===== src/rtl/fifo_pkg.sv =====
// rtl/fifo_pkg.sv - shared defaults and FSM state type for the FIFO symbol packer
package fifo_pkg;

   localparam int FIFO_WIDTH_DEF  = 2;
   localparam int PACK_FACTOR_DEF = 4;

   typedef enum logic {
      FILL = 1'b0,
      HOLD = 1'b1
   } state_t;

endpackage


===== src/rtl/fifo_packer.sv =====
// rtl/fifo_packer.sv - packs PACK_FACTOR FIFO symbols (LSB first) into one output word
module fifo_packer
   import fifo_pkg::*;
#(
   parameter int  FIFO_WIDTH  = FIFO_WIDTH_DEF,
   parameter int  PACK_FACTOR = PACK_FACTOR_DEF,
   localparam int OUT_WIDTH   = FIFO_WIDTH * PACK_FACTOR,
   localparam int CNT_WIDTH   = $clog2(PACK_FACTOR + 1)
) (
   input  logic                  clk,
   input  logic                  reset,
   input  logic                  fifo_empty,
   input  logic [FIFO_WIDTH-1:0] fifo_rd_data,
   output logic                  fifo_rd_en,
   input  logic                  flush,
   output logic                  out_valid,
   input  logic                  out_ready,
   output logic [OUT_WIDTH-1:0]  out_data,
   output logic [CNT_WIDTH-1:0]  out_count,
   output logic                  out_parity
);

   state_t               state_q, state_d;
   logic [CNT_WIDTH-1:0] sym_cnt_q, sym_cnt_d;
   logic [OUT_WIDTH-1:0] acc_q, acc_d;
   logic [OUT_WIDTH-1:0] out_data_q, out_data_d;
   logic [CNT_WIDTH-1:0] out_count_q, out_count_d;
   logic                 out_parity_q, out_parity_d;

   // accumulator and count as they would look after this cycle's pop
   logic [OUT_WIDTH-1:0] acc_fill;
   logic [CNT_WIDTH-1:0] cnt_fill;

   // state register
   always_ff @(posedge clk) begin
      if (reset) begin
         state_q <= FILL;
      end else begin
         state_q <= state_d;
      end
   end

   // next-state and datapath next values; a word is sealed on a full pop or a non-empty flush
   always_comb begin
      acc_fill = acc_q;
      for (int s = 0; s < PACK_FACTOR; s++) begin
         if (fifo_rd_en && (sym_cnt_q == CNT_WIDTH'(s))) begin
            acc_fill[s*FIFO_WIDTH +: FIFO_WIDTH] = fifo_rd_data;
         end
      end
      cnt_fill = fifo_rd_en ? (sym_cnt_q + CNT_WIDTH'(1)) : sym_cnt_q;

      state_d      = state_q;
      sym_cnt_d    = sym_cnt_q;
      acc_d        = acc_q;
      out_data_d   = out_data_q;
      out_count_d  = out_count_q;
      out_parity_d = out_parity_q;

      case (state_q)
         FILL: begin
            acc_d     = acc_fill;
            sym_cnt_d = cnt_fill;
            if ((cnt_fill == CNT_WIDTH'(PACK_FACTOR)) || (flush && (cnt_fill != '0))) begin
               state_d      = HOLD;
               out_data_d   = acc_fill;
               out_count_d  = cnt_fill;
               out_parity_d = ^acc_fill;
               acc_d        = '0;
               sym_cnt_d    = '0;
            end
         end
         HOLD: begin
            // flush is deliberately not looked at here, so it cannot be remembered
            if (out_ready) begin
               state_d      = FILL;
               out_data_d   = '0;
               out_count_d  = '0;
               out_parity_d = 1'b0;
            end
         end
         default: state_d = FILL;
      endcase
   end

   // datapath registers; reset drops any partial or held word
   always_ff @(posedge clk) begin
      if (reset) begin
         sym_cnt_q    <= '0;
         acc_q        <= '0;
         out_data_q   <= '0;
         out_count_q  <= '0;
         out_parity_q <= 1'b0;
      end else begin
         sym_cnt_q    <= sym_cnt_d;
         acc_q        <= acc_d;
         out_data_q   <= out_data_d;
         out_count_q  <= out_count_d;
         out_parity_q <= out_parity_d;
      end
   end

   // outputs: pop only while filling, word visible only while holding
   always_comb begin
      fifo_rd_en = (state_q == FILL) && !fifo_empty && !reset;
      out_valid  = (state_q == HOLD);
      out_data   = out_data_q;
      out_count  = out_count_q;
      out_parity = out_parity_q;
   end

endmodule

===== config.mk =====
export PLATFORM = sky130hd
export DESIGN_NAME = fifo_packer
export DESIGN_NICKNAME = d
export VERILOG_FILES = /design/src/rtl/fifo_pkg.sv /design/src/rtl/fifo_packer.sv
export SDC_FILE = /design/constraint.sdc
export NUM_CORES = 1
export LEC_CHECK = 0
export CAP_MARGIN = 10
export CORE_ASPECT_RATIO = 0.8
export CORE_MARGIN = 2
export CORE_UTILIZATION = 45
export DETAILED_ROUTE_END_ITERATION = 7
export PLACE_DENSITY = 0.68
export RECOVER_POWER = 25
export SYNTH_ARGS = -nofsm -noshare
export SYNTH_HDL_FRONTEND = slang
export SYNTH_SLANG_ARGS = --single-unit

===== constraint.sdc =====
create_clock -name clk -period 6.6 [get_ports clk]
set_input_delay 0.99 -clock clk [delete_from_list [all_inputs] [get_ports clk]]
set_output_delay 0.99 -clock clk [all_outputs]
set_load 0.005 [all_outputs]

==> reports/metrics.sh, run 1 <==
MAPPEDNETLISTAREA_MM2=0.00146
SYNTH.DISTINCT_CELLS=34
RUN_STATUS='finished clean'
HOLDWS_NS=0.494
VIA_PER_INST=5.38
SETUP_VIOL_COUNT_FINAL=0
SYNTH_TOP_AREA_SHARE_PCT=33.0
WORST_CLOCK_SKEW_NS=0.00467
TRITONCTS='built'
DRC_ERRORS=0
P_TOTAL_uW=318
ASYNC_FLOP_SHARE_PCT=0
POST-SYNTH-TOP-AREA-CELL='sky130_fd_sc_hd__dfxtp_1'
CRITPATHCAPTURE='fifo_rd_en'
FINALNETCOUNT=199
RSZ_0062_RAISED_AFTER_GLOBAL_ROUTING='no'
MINIMUM_CLOCK_PERIOD_NS=4.10
DETAILROUTE.VIA_COUNT=1216
CRITICAL_PATH.ENDPOINT_TYPE='primary output'
ANTENNA_FOUND_INITIAL=0
WORST-R2R-SETUP-SLACK_NS=3.95
SYNTH_FP_NETS=183
ROOT_BUFFER='sky130_fd_sc_hd__clkbuf_8'
PLACEDCELLCOUNT=222
CP.ARRIVAL_NS=3.11
FIN_CELLS=226
NUM_IO_PINS=21
CTS_BUF_COUNT=3
DETAILED_PLACE.AREA_MM2=0.00166
TIMING.FINAL.CRIT_SHARE_PCT=62.1
FINALINSTANCEAREA_MM2=0.00171
SYNTH.FF_LATCH_COUNT=24
HIGHEST_NET_FANOUT_ALONG_THE_WORST_PATH=28
CTS_POST_SETUP_BUFFERS_INSERTED=0
POST_CTS_RESIZED=0
TOTALNEGATIVESETUPSLACK_NS=0
ANTENNA_CELL_COUNT=0
DP.FINAL_HPWL_UM=2250
AREA_GROW_SYN2LAYOUT_PCT=17.6
GROUTE.USAGE.OVERALL_PCT=19.0
SETUP.WORST_PATH.CLASS='input port to primary output'
YOSYSSEQAREASHARE_PCT=33.0
POST_SYNTH.CELL_AREA_AVG_UM2=8.51
STD_CELL_ROWS=18
DIE_FOOTPRINT_MM2=0.00371
HTREE_LEVELS=1
GRT_START_MAX_NET_PINS=43
CLOCK_SINKS=24
DRIVE_GT1_SHARE_PCT=8.60
COUNT_OF_HOLD_FIX_BUFFERS_INSERTED_AT_CTS=0
CTS_MAX_PATH_BUFFERS=2
GLOBALROUTEOVERFLOWTOTAL=0
COUNT_OF_FLIP_FLOPS_WITH_A_BUILT_IN_ENABLE_AFTER_SYNTHESIS=0
DIE_Y_UM=54.9
WORSTSKEWPAIRLATENCY_NS=0.27
CORE_AREA_MM2=0.00309
TIMING_MAX_TRANSITION_VIOLATIONS_FINAL=0
DETAIL_ROUTE.FIRST_PASS.ITERATIONS=4
GRT_PASS1_VIAS=1090
ANT_NETS=0
IRDROPWORSTVDD_mV=0.151
WORST_SETUP_PATH_START_KIND='input port'
INITIALDRTVIOLATIONCOUNT=61
SYNTH_CELLS=171
PWR_DENSITY_CELL_mW_PER_MM2=186
PLACEMENT.IO_BUFFERS=20
HOLDCRITPATHCLASS='flop to flop'
SYNTH_FF_TYPE='sky130_fd_sc_hd__dfxtp_1'
CLK_PIN_SLEW_WORST_PATHS_NS=0.08
TIGHTEST_SLEW_NS=1.10
ROUTED_WIRELENGTH_UM=3170
CLOCK.FMAX_GHz=0.244
SYNTH_TOP_CELLS_BY_AREA='sky130_fd_sc_hd__dfxtp_1, sky130_fd_sc_hd__mux2i_1, sky130_fd_sc_hd__nor2_1'
DEPTH_OF_THE_MOST_CRITICAL_REG_TO_REG_PATH=8
LAYOUT.CELLS.MOST_COMMON_LIST='sky130_fd_sc_hd__dfxtp_1, sky130_fd_sc_hd__nor2_1, sky130_fd_sc_hd__nand2_1'
TIMING.CRITICAL_PATH.REQUIRED_NS=5.61
FINAL_COMMON_CELL='sky130_fd_sc_hd__dfxtp_1'
LEAKAGEPOWER_uW=0.000651
POST_DRT_WL_PER_CELL_UM=14.0
WORST_REG2REG_PATH_ENDPOINT='out_data[4]'
GLOBAL_ROUTE_WIRE_LENGTH_BEFORE_REPAIR_UM=5160
GP_CONGESTION=0.764
FINAL-HOLD-VIOLATION-COUNT=0
SLEW_HEADROOM_PCT=26.3
SYNTH_WARNINGS=0
INITIAL_UTILIZATION_PCT=47.2
FIRST_ELEMENT_OF_THE_CRITICAL_PATH='reset'
TIMING.RR.START='sym_cnt_q[0]'
CAP_VIOL_MAX_COUNT=0
DIE_X_UM=67.6
[cell usage after synthesis (all sizes together) (3+ instances only)]
cell type	count
nor2b	4
xor2	3
nand3	4
mux2i	9
inv	6
dfxtp	24
xnor2	6
buf	3
clkbuf	7
nor3	5
nand2	15
a31oi	3
o21ai	7
a22oi	7
o22a	7
ha	5
nor2	23
mux2	7
a21oi	10
[stage by stage]
step / setup WS (ns) / util, %
floorplan: 3.97 / -
global placement: 2.49 / 53.7
detailed placement: 2.38 / 53.7
CTS: 2.52 / 55.5
global route: 2.38 / 55.5
finish: 2.50 / 55.5
[worst min-delay path by stage]
stage,startpoint,endpoint,slack [ns],cells after the start
floorplan,acc_q[7],acc_q[7],0.46,2
global placement,acc_q[7],acc_q[7],0.47,2
finish,out_data[7],out_data[7],0.49,2
detailed placement,acc_q[7],acc_q[7],0.48,2
CTS,acc_q[7],acc_q[7],0.50,2
global route,out_data[7],out_data[7],0.51,2
[final cells by class]
| cell class | count | area, µm² |
|---|---|---|
| Fill cell | 283 | 1370 |
| Inverter | 6 | 22.5 |
| Sequential cell | 24 | 480 |
| Multi-Input combinational cell | 131 | 896 |
| Tap cell | 40 | 50.0 |
| Timing Repair Buffer | 21 | 208 |
| Clock buffer | 4 | 55.1 |
[cells by family (layout without fill, tap and decap cells)]
family / count (synthesis) / count (layout) / synth area share (%)
and+or+nand+nor: 61 / 61 / 21.3
AOI/OAI and AO/OA: 40 / 40 / 18.9
DFF: 24 / 24 / 33.0
muxes: 16 / 16 / 11.6
buffers and inverters: 16 / 31 / 5.42
xor gates and xnor gates: 9 / 9 / 5.42
adders and majority gates: 5 / 5 / 4.30
[critical path, cell delays in order]
cell	delay (ns)
sky130_fd_sc_hd__clkdlybuf4s50_1	0.98
sky130_fd_sc_hd__nor3_4	0.55
sky130_fd_sc_hd__clkdlybuf4s50_1	0.58
[flip-flops by register name (all words and copies together), names as in the netlist]
name and flops:
out_valid 1, out_count 3, acc_q 8, sym_cnt_q 3
out_data 8, out_parity 1
[layer usage]
| metal | up-vias | wire length, µm | global-route usage [%] |
|---|---|---|---|
| li1 | 643 | - | - |
| met2 | 14 | 1420 | 28.8 |
| met1 | 557 | 1620 | 28.1 |
| met4 | 0 | 19 | 4.08 |
| met5 | - | 0 | 0 |
| met3 | 2 | 111 | 3.09 |
[where the power goes]
group,switching (µW),leakage [µW],internal (µW)
Combinational,36.1,0.000428,28.3
Clock,47.6,0.0000288,53.3
Sequential,3.99,0.000194,149
Note: power is estimated with default switching activity, not from simulation.
==> run 2: changes to the inputs <==
PLACE_DENSITY = 0.71   (was 0.68)
clock period = 3.35 ns   (was 6.6 ns; I/O delays follow)
==> reports/metrics.sh, run 2 (synthesis gave the netlist of run 1 again) <==
GLOBAL_ROUTE_WIRE_LENGTH_BEFORE_REPAIR_UM=5330
CRITICAL_PATH.ENDPOINT_TYPE='flop'
WORSTSKEWPAIRLATENCY_NS=0.27
MINIMUM_CLOCK_PERIOD_NS=2.61
CAP_VIOL_MAX_COUNT=0
STD_CELL_ROWS=18
FINALNETCOUNT=202
DRIVE_GT1_SHARE_PCT=10.1
HIGHEST_NET_FANOUT_ALONG_THE_WORST_PATH=6
COMBINATIONALPOWERSHARE_PCT=18.5
FINAL-HOLD-VIOLATION-COUNT=0
GP_CONGESTION=0.757
ROOT_BUFFER='sky130_fd_sc_hd__clkbuf_8'
DRC_ERRORS=0
GRT_START_MAX_NET_PINS=19
TOTALNEGATIVESETUPSLACK_NS=0
TIGHTEST_SLEW_NS=0.767
SETUP.WORST_PATH.CLASS='input port to flop'
DIE_FOOTPRINT_MM2=0.00371
TIMING_MAX_TRANSITION_VIOLATIONS_FINAL=0
DETAIL_ROUTE.FIRST_PASS.ITERATIONS=4
POST_DRT_WL_PER_CELL_UM=13.9
HOLD_DEPTH=2
HOLDWS_NS=0.487
PLACEMENT.IO_BUFFERS=20
WORST_REG2REG_PATH_ENDPOINT='out_data[5]'
TIMING.FINAL.CRIT_SHARE_PCT=77.9
CLOCK_SINKS=24
MET3_USAGE_GRT_PCT=3.09
CLK_PIN_SLEW_WORST_PATHS_NS=0.09
WORST-R2R-SETUP-SLACK_NS=0.90
HOLDCRITPATHCLASS='flop to flop'
P_TOTAL_uW=688
SETUP_VIOL_COUNT_FINAL=0
RSZ_0062_RAISED_AFTER_GLOBAL_ROUTING='no'
DIE_X_UM=67.6
PWR_DENSITY_CELL_mW_PER_MM2=393
DP.FINAL_HPWL_UM=2320
MULTI_INPUT_COMB_AREA_UM2=896
NETSWITCHINGFRACTION_PCT=25.6
CORE_AREA_MM2=0.00309
INITIALDRTVIOLATIONCOUNT=57
WORST_SETUP_PATH_START_KIND='input port'
TIMING.RR.START='out_valid'
INITIAL_UTILIZATION_PCT=47.2
CP.ARRIVAL_NS=2.78
DETAILROUTE.VIA_COUNT=1244
WORST_CLOCK_SKEW_NS=0.00147
GRT_BUSIEST_LAYER='met2'
ANTENNA_CELL_COUNT=0
COUNT_OF_HOLD_FIX_BUFFERS_INSERTED_AT_CTS=0
MIN_FROM='out_data[7]'
NETSWITCHINGPOWER_uW=176
INTERNAL_POWER_uW=512
ROUTED_WIRELENGTH_UM=3190
CTS_MAX_PATH_BUFFERS=2
LEAKAGEPOWER_uW=0.000670
NUM_IO_PINS=21
GRT_PASS1_VIAS=1149
CLKPWRFRAC_PCT=37.3
TIMING.CRITICAL_PATH.REQUIRED_NS=3.52
DEPTH_OF_THE_MOST_CRITICAL_REG_TO_REG_PATH=7
PWR-SHARE-SEQ_PCT=44.2
GROUTE.USAGE.OVERALL_PCT=19.5
POST_CTS_RESIZED=0
FINAL_COMMON_CELL='sky130_fd_sc_hd__dfxtp_1'
AREA_GROW_SYN2LAYOUT_PCT=20.3
FILL_CELLS=277
HTREE_LEVELS=1
GRTUSAGEMET1_PCT=25.6
CLOCK.FMAX_GHz=0.383
IRDROPWORSTVDD_mV=0.286
TRITONCTS='built'
CTS_BUF_COUNT=3
AREA.SEQUENTIAL_UM2=480
DIE_Y_UM=54.9
LAYOUT.CELLS.MOST_COMMON_LIST='sky130_fd_sc_hd__dfxtp_1, sky130_fd_sc_hd__nor2_1, sky130_fd_sc_hd__nand2_1'
GLOBALROUTEOVERFLOWTOTAL=0
ANTENNA_FOUND_INITIAL=0
ANT_NETS=0
WHS_ENDPOINT='out_data[7]'
VIA_PER_INST=5.43
RUN_STATUS='finished clean'
SLEW_HEADROOM_PCT=48.4
GLOBAL_ROUTE.USAGE.MET2_PCT=32.8
CTS_POST_SETUP_BUFFERS_INSERTED=0
[run 2: cell types whose count changed in the layout (fill, tap and decap cells not counted), sizes merged]
cell    change
clkbuf      -1
buf         +3
bufinv      +1
[run 2: worst max-delay path by stage]
stage | from | to | slack [ns] | depth (start not counted)
4_1_cts | reset | out_data[5] | 0.77 | 7
3_3_place_gp | reset | out_data[4] | 0.56 | 7
3_5_place_dp | reset | out_data[5] | 0.49 | 7
6_report | fifo_empty | out_data[5] | 0.74 | 7
5_1_grt | fifo_empty | out_data[5] | 0.60 | 7
2_1_floorplan | reset | out_count[1] | 1.21 | 9
[run 2: power by group through the flow]
stage          clock (µW)  sequential, µW  combinational [µW]
6_report              256             304                 128
3_3_place_gp            0             310                 125
4_1_cts               260             304                 129
5_1_grt               275             306                 140
2_1_floorplan           0             308                91.4
3_5_place_dp            0             311                 128
[run 2: stage by stage]
stage,utilization [%],instances,worst slack [ns],instance area (µm²)
finish,56.7,229,0.741,1750
floorplan,-,171,1.21,1460
CTS,56.7,229,0.767,1750
detailed placement,54.4,225,0.494,1680
global placement,54.4,225,0.561,1680
global route,56.7,229,0.602,1750
[run 2: final cells by class]
cell class                      instances  area share [%]
Sequential cell                        24            27.4
Timing Repair Buffer                   24            13.2
Inverter                                6            1.29
Clock buffer                            3            2.36
Multi-Input combinational cell        131            51.2
Tap cell                               40            2.86
Clock inverter                          1            1.72
[run 2: routing by layer]
metal / vias to the layer above / part of all wire [%] / routed length, µm
met3: 5 / 2.4 / 78
li1: 644 / - / -
met4: 0 / 0.97 / 31
met2: 12 / 47 / 1490
met1: 583 / 50 / 1580
met5: - / 0 / 0
[run 2: critical path, stage by stage]
cell	delay, ns
sky130_fd_sc_hd__dlygate4sd3_1	0.65
sky130_fd_sc_hd__nor4_1	0.68
sky130_fd_sc_hd__nand2_1	0.28
sky130_fd_sc_hd__mux2_2	0.35
sky130_fd_sc_hd__mux2i_1	0.14
sky130_fd_sc_hd__o22a_1	0.15
sky130_fd_sc_hd__nor2_1	0.04
==> RTL edit (settings of run 2) <==
Make the reset (`reset`) asynchronous in 2 clocked blocks.
--- a/src/rtl/fifo_packer.sv
+++ b/src/rtl/fifo_packer.sv
@@ -33,5 +33,5 @@
 
    // state register
-   always_ff @(posedge clk) begin
+   always_ff @(posedge clk or posedge reset) begin
       if (reset) begin
          state_q <= FILL;
@@ -85,5 +85,5 @@
 
    // datapath registers; reset drops any partial or held word
-   always_ff @(posedge clk) begin
+   always_ff @(posedge clk or posedge reset) begin
       if (reset) begin
          sym_cnt_q    <= '0;
Check against the original RTL: differs if reset is asserted again (counterexample within 4 cycles, from zero or initial values and one cycle with reset high); with reset held inactive, the same outputs for 10 cycles.
==> RTL edit against run 2 <==
Design area rose by 3.7%. Sequential cell count is the same. Largest cell class unchanged. Setup slack lost 430 ps. Synthesized area grew 3.1%. Routed wire length is 12% higher. Critical path type unchanged. Maximum frequency is 14% lower.
Power is not compared: it rests on default switching activity, and its combinational part moved more than twofold at a synthesized area within 25%.
==> RTL edit: results (changes against run 2) <==
stage;metric;value;unit;change
finish;seq_share;33.1;%;+5.6 points
finish;multi_input_gates;109;;-17%
finish;fillers;274;;-1.1%
clocking;root_buffer;clkbuf_8;;
route;dr.pass1.iters;4;;unchanged
finish;multi_input_area_share;44.9;%;-6.3 points
global_routing;use_met2;33.1;%;+0.26 points
route;wl_met2;1.78;mm;+19%
finish;buf_share;11.9;%;-1.3 points
global_routing;use_met1;29.1;%;+3.5 points
global_routing;antenna_found_initial;0;;unchanged
yosys;synth_compound_area_share;16.8;%;-2.1 points
timing;finClkSkew;5.88;ps;+4.41 ps
placed_design;numPortBuffers;20;;unchanged
placed_design;dpl_cell_area;1740;um2;+3.9%
yosys;synthMuxAreaShare;11.8;%;+0.15 points
placed_design;gp_congestion;0.906;;+20%
setup_path;critPathSlowestCell;dlygate4sd3_1;;
timing;worstMarginPinSlew;931;ps;+165 ps
finish;n_all_buffers;22;;-8.3%
setup_path;path_delay_family;multiplexers;;
yosys;async_flop_share;100;%;+100 points
yosys;yosys.area_share.adder;4.17;%;-0.13 points
yosys;synth_cell_types;42;;+24%
clocking;cts_htree_levels;1;;unchanged
route;met3_length;159;um;+100%
placed_design;pre_cts_ws;122;ps;-372 ps
setup_path;worstPathMaxFanout;11;;+5
finish;inverters;17;;+11
clocking;cts_resized;0;;unchanged
clocking;clk_pin_slew_worst_paths;90;ps;about the same
route;wl_per_cell;16.5;um;+19%
global_routing;track_usage;21.0;%;+1.5 points
placed_design;hpwl;2.57;mm;+11%
global_routing;gr-usage-met3;4.45;%;+1.4 points
yosys;synthesis.nets;167;;-8.7%
route;vias_per_cell;5.81;;+6.9%
finish;drive_above_1_share;9.09;%;-0.96 points
global_routing;grt_start_max_net_pins;25;;+6
global_routing;grt_pass1_wl;6.02;mm;+13%
yosys;synthTopCellsByArea;dfrtp_1 40%, mux2i_1 7.3%, xnor2_1 4.7%, o21ai_0 4.3%, ha_1 4.2%;;
clocking;insertion_delay;270;ps;about the same
setup_path;worstPathArrival;3200;ps;+420 ps
run_status;outcome;finished, final reports clean;;
finish;clkCellAreaFrac;3.93;%;-0.15 points
yosys;synth_xor_area_share;7.34;%;+1.9 points
global_routing;grt_pass1_vias;1275;;+11%
setup_path;max_stage_delay;610;ps;-70 ps
route;m1WireLength;1.61;mm;+2.1%
min_path;holdCritPathClass;register to register;;
finish;fin_nets;189;;-6.4%
route;first_iter_violations;71;;+25%
yosys;synth_common_cells;24 x dfrtp_1, 16 x inv_1, 15 x nand2_1, 13 x o21ai_0, 11 x mux2i_1;;
yosys;yosysSeqAreaShare;40.0;%;+7.0 points
[RTL edit: cell types whose count changed after synthesis, moves of 9 or more]
cell	change
nor2_1	-18
dfrtp_1	+24
inv_1	+10
dfxtp_1	-24
o22ai_1	+9
[RTL edit: stage by stage]
stage / util (%) / instances
after floorplan: - / 155
after global placement: 55.7 / 212
after detailed placement: 55.7 / 212
after CTS: 58.0 / 216
after global routing: 58.0 / 216
final: 58.0 / 216
[RTL edit: final timing paths]
path / start / to / slack (ps) / cells past startpoint
min in group asynchronous: reset / acc_q[1]$_DFFE_PP0N_ / 980 / 2
worst max-delay path: reset / out_parity$_DFFE_PP0P_ / 310 / 8
max in group asynchronous: reset / out_valid$_DFF_PP0_ / 1800 / 2
worst min-delay path: out_data[3]$_DFFE_PP0P_ / out_data[3]$_DFFE_PP0P_ / 490 / 2
worst max register to register: out_valid$_DFF_PP0_ / out_parity$_DFFE_PP0P_ / 700 / 7
worst min register to register: out_data[3]$_DFFE_PP0P_ / out_data[3]$_DFFE_PP0P_ / 490 / 2
[RTL edit: cells by family after synthesis]
group / after synthesis
AOI/OAI and AO/OA: 41
xor gates and xnor gates: 11
adders and majority gates: 5
buffers and inverters: 22
DFF: 24
muxes: 15
and+or+nand+nor: 37
[RTL edit: power groups by stage]
| stage | registers [mW] | logic (mW) | clock network [mW] |
|---|---|---|---|
| 4_1_cts | 0.418 | 0.584 | 0.264 |
| 2_1_floorplan | 0.418 | 0.391 | 0 |
| 5_1_grt | 0.429 | 0.645 | 0.277 |
| 3_5_place_dp | 0.423 | 0.576 | 0 |
| 6_report | 0.421 | 0.586 | 0.261 |
| 3_3_place_gp | 0.419 | 0.562 | 0 |
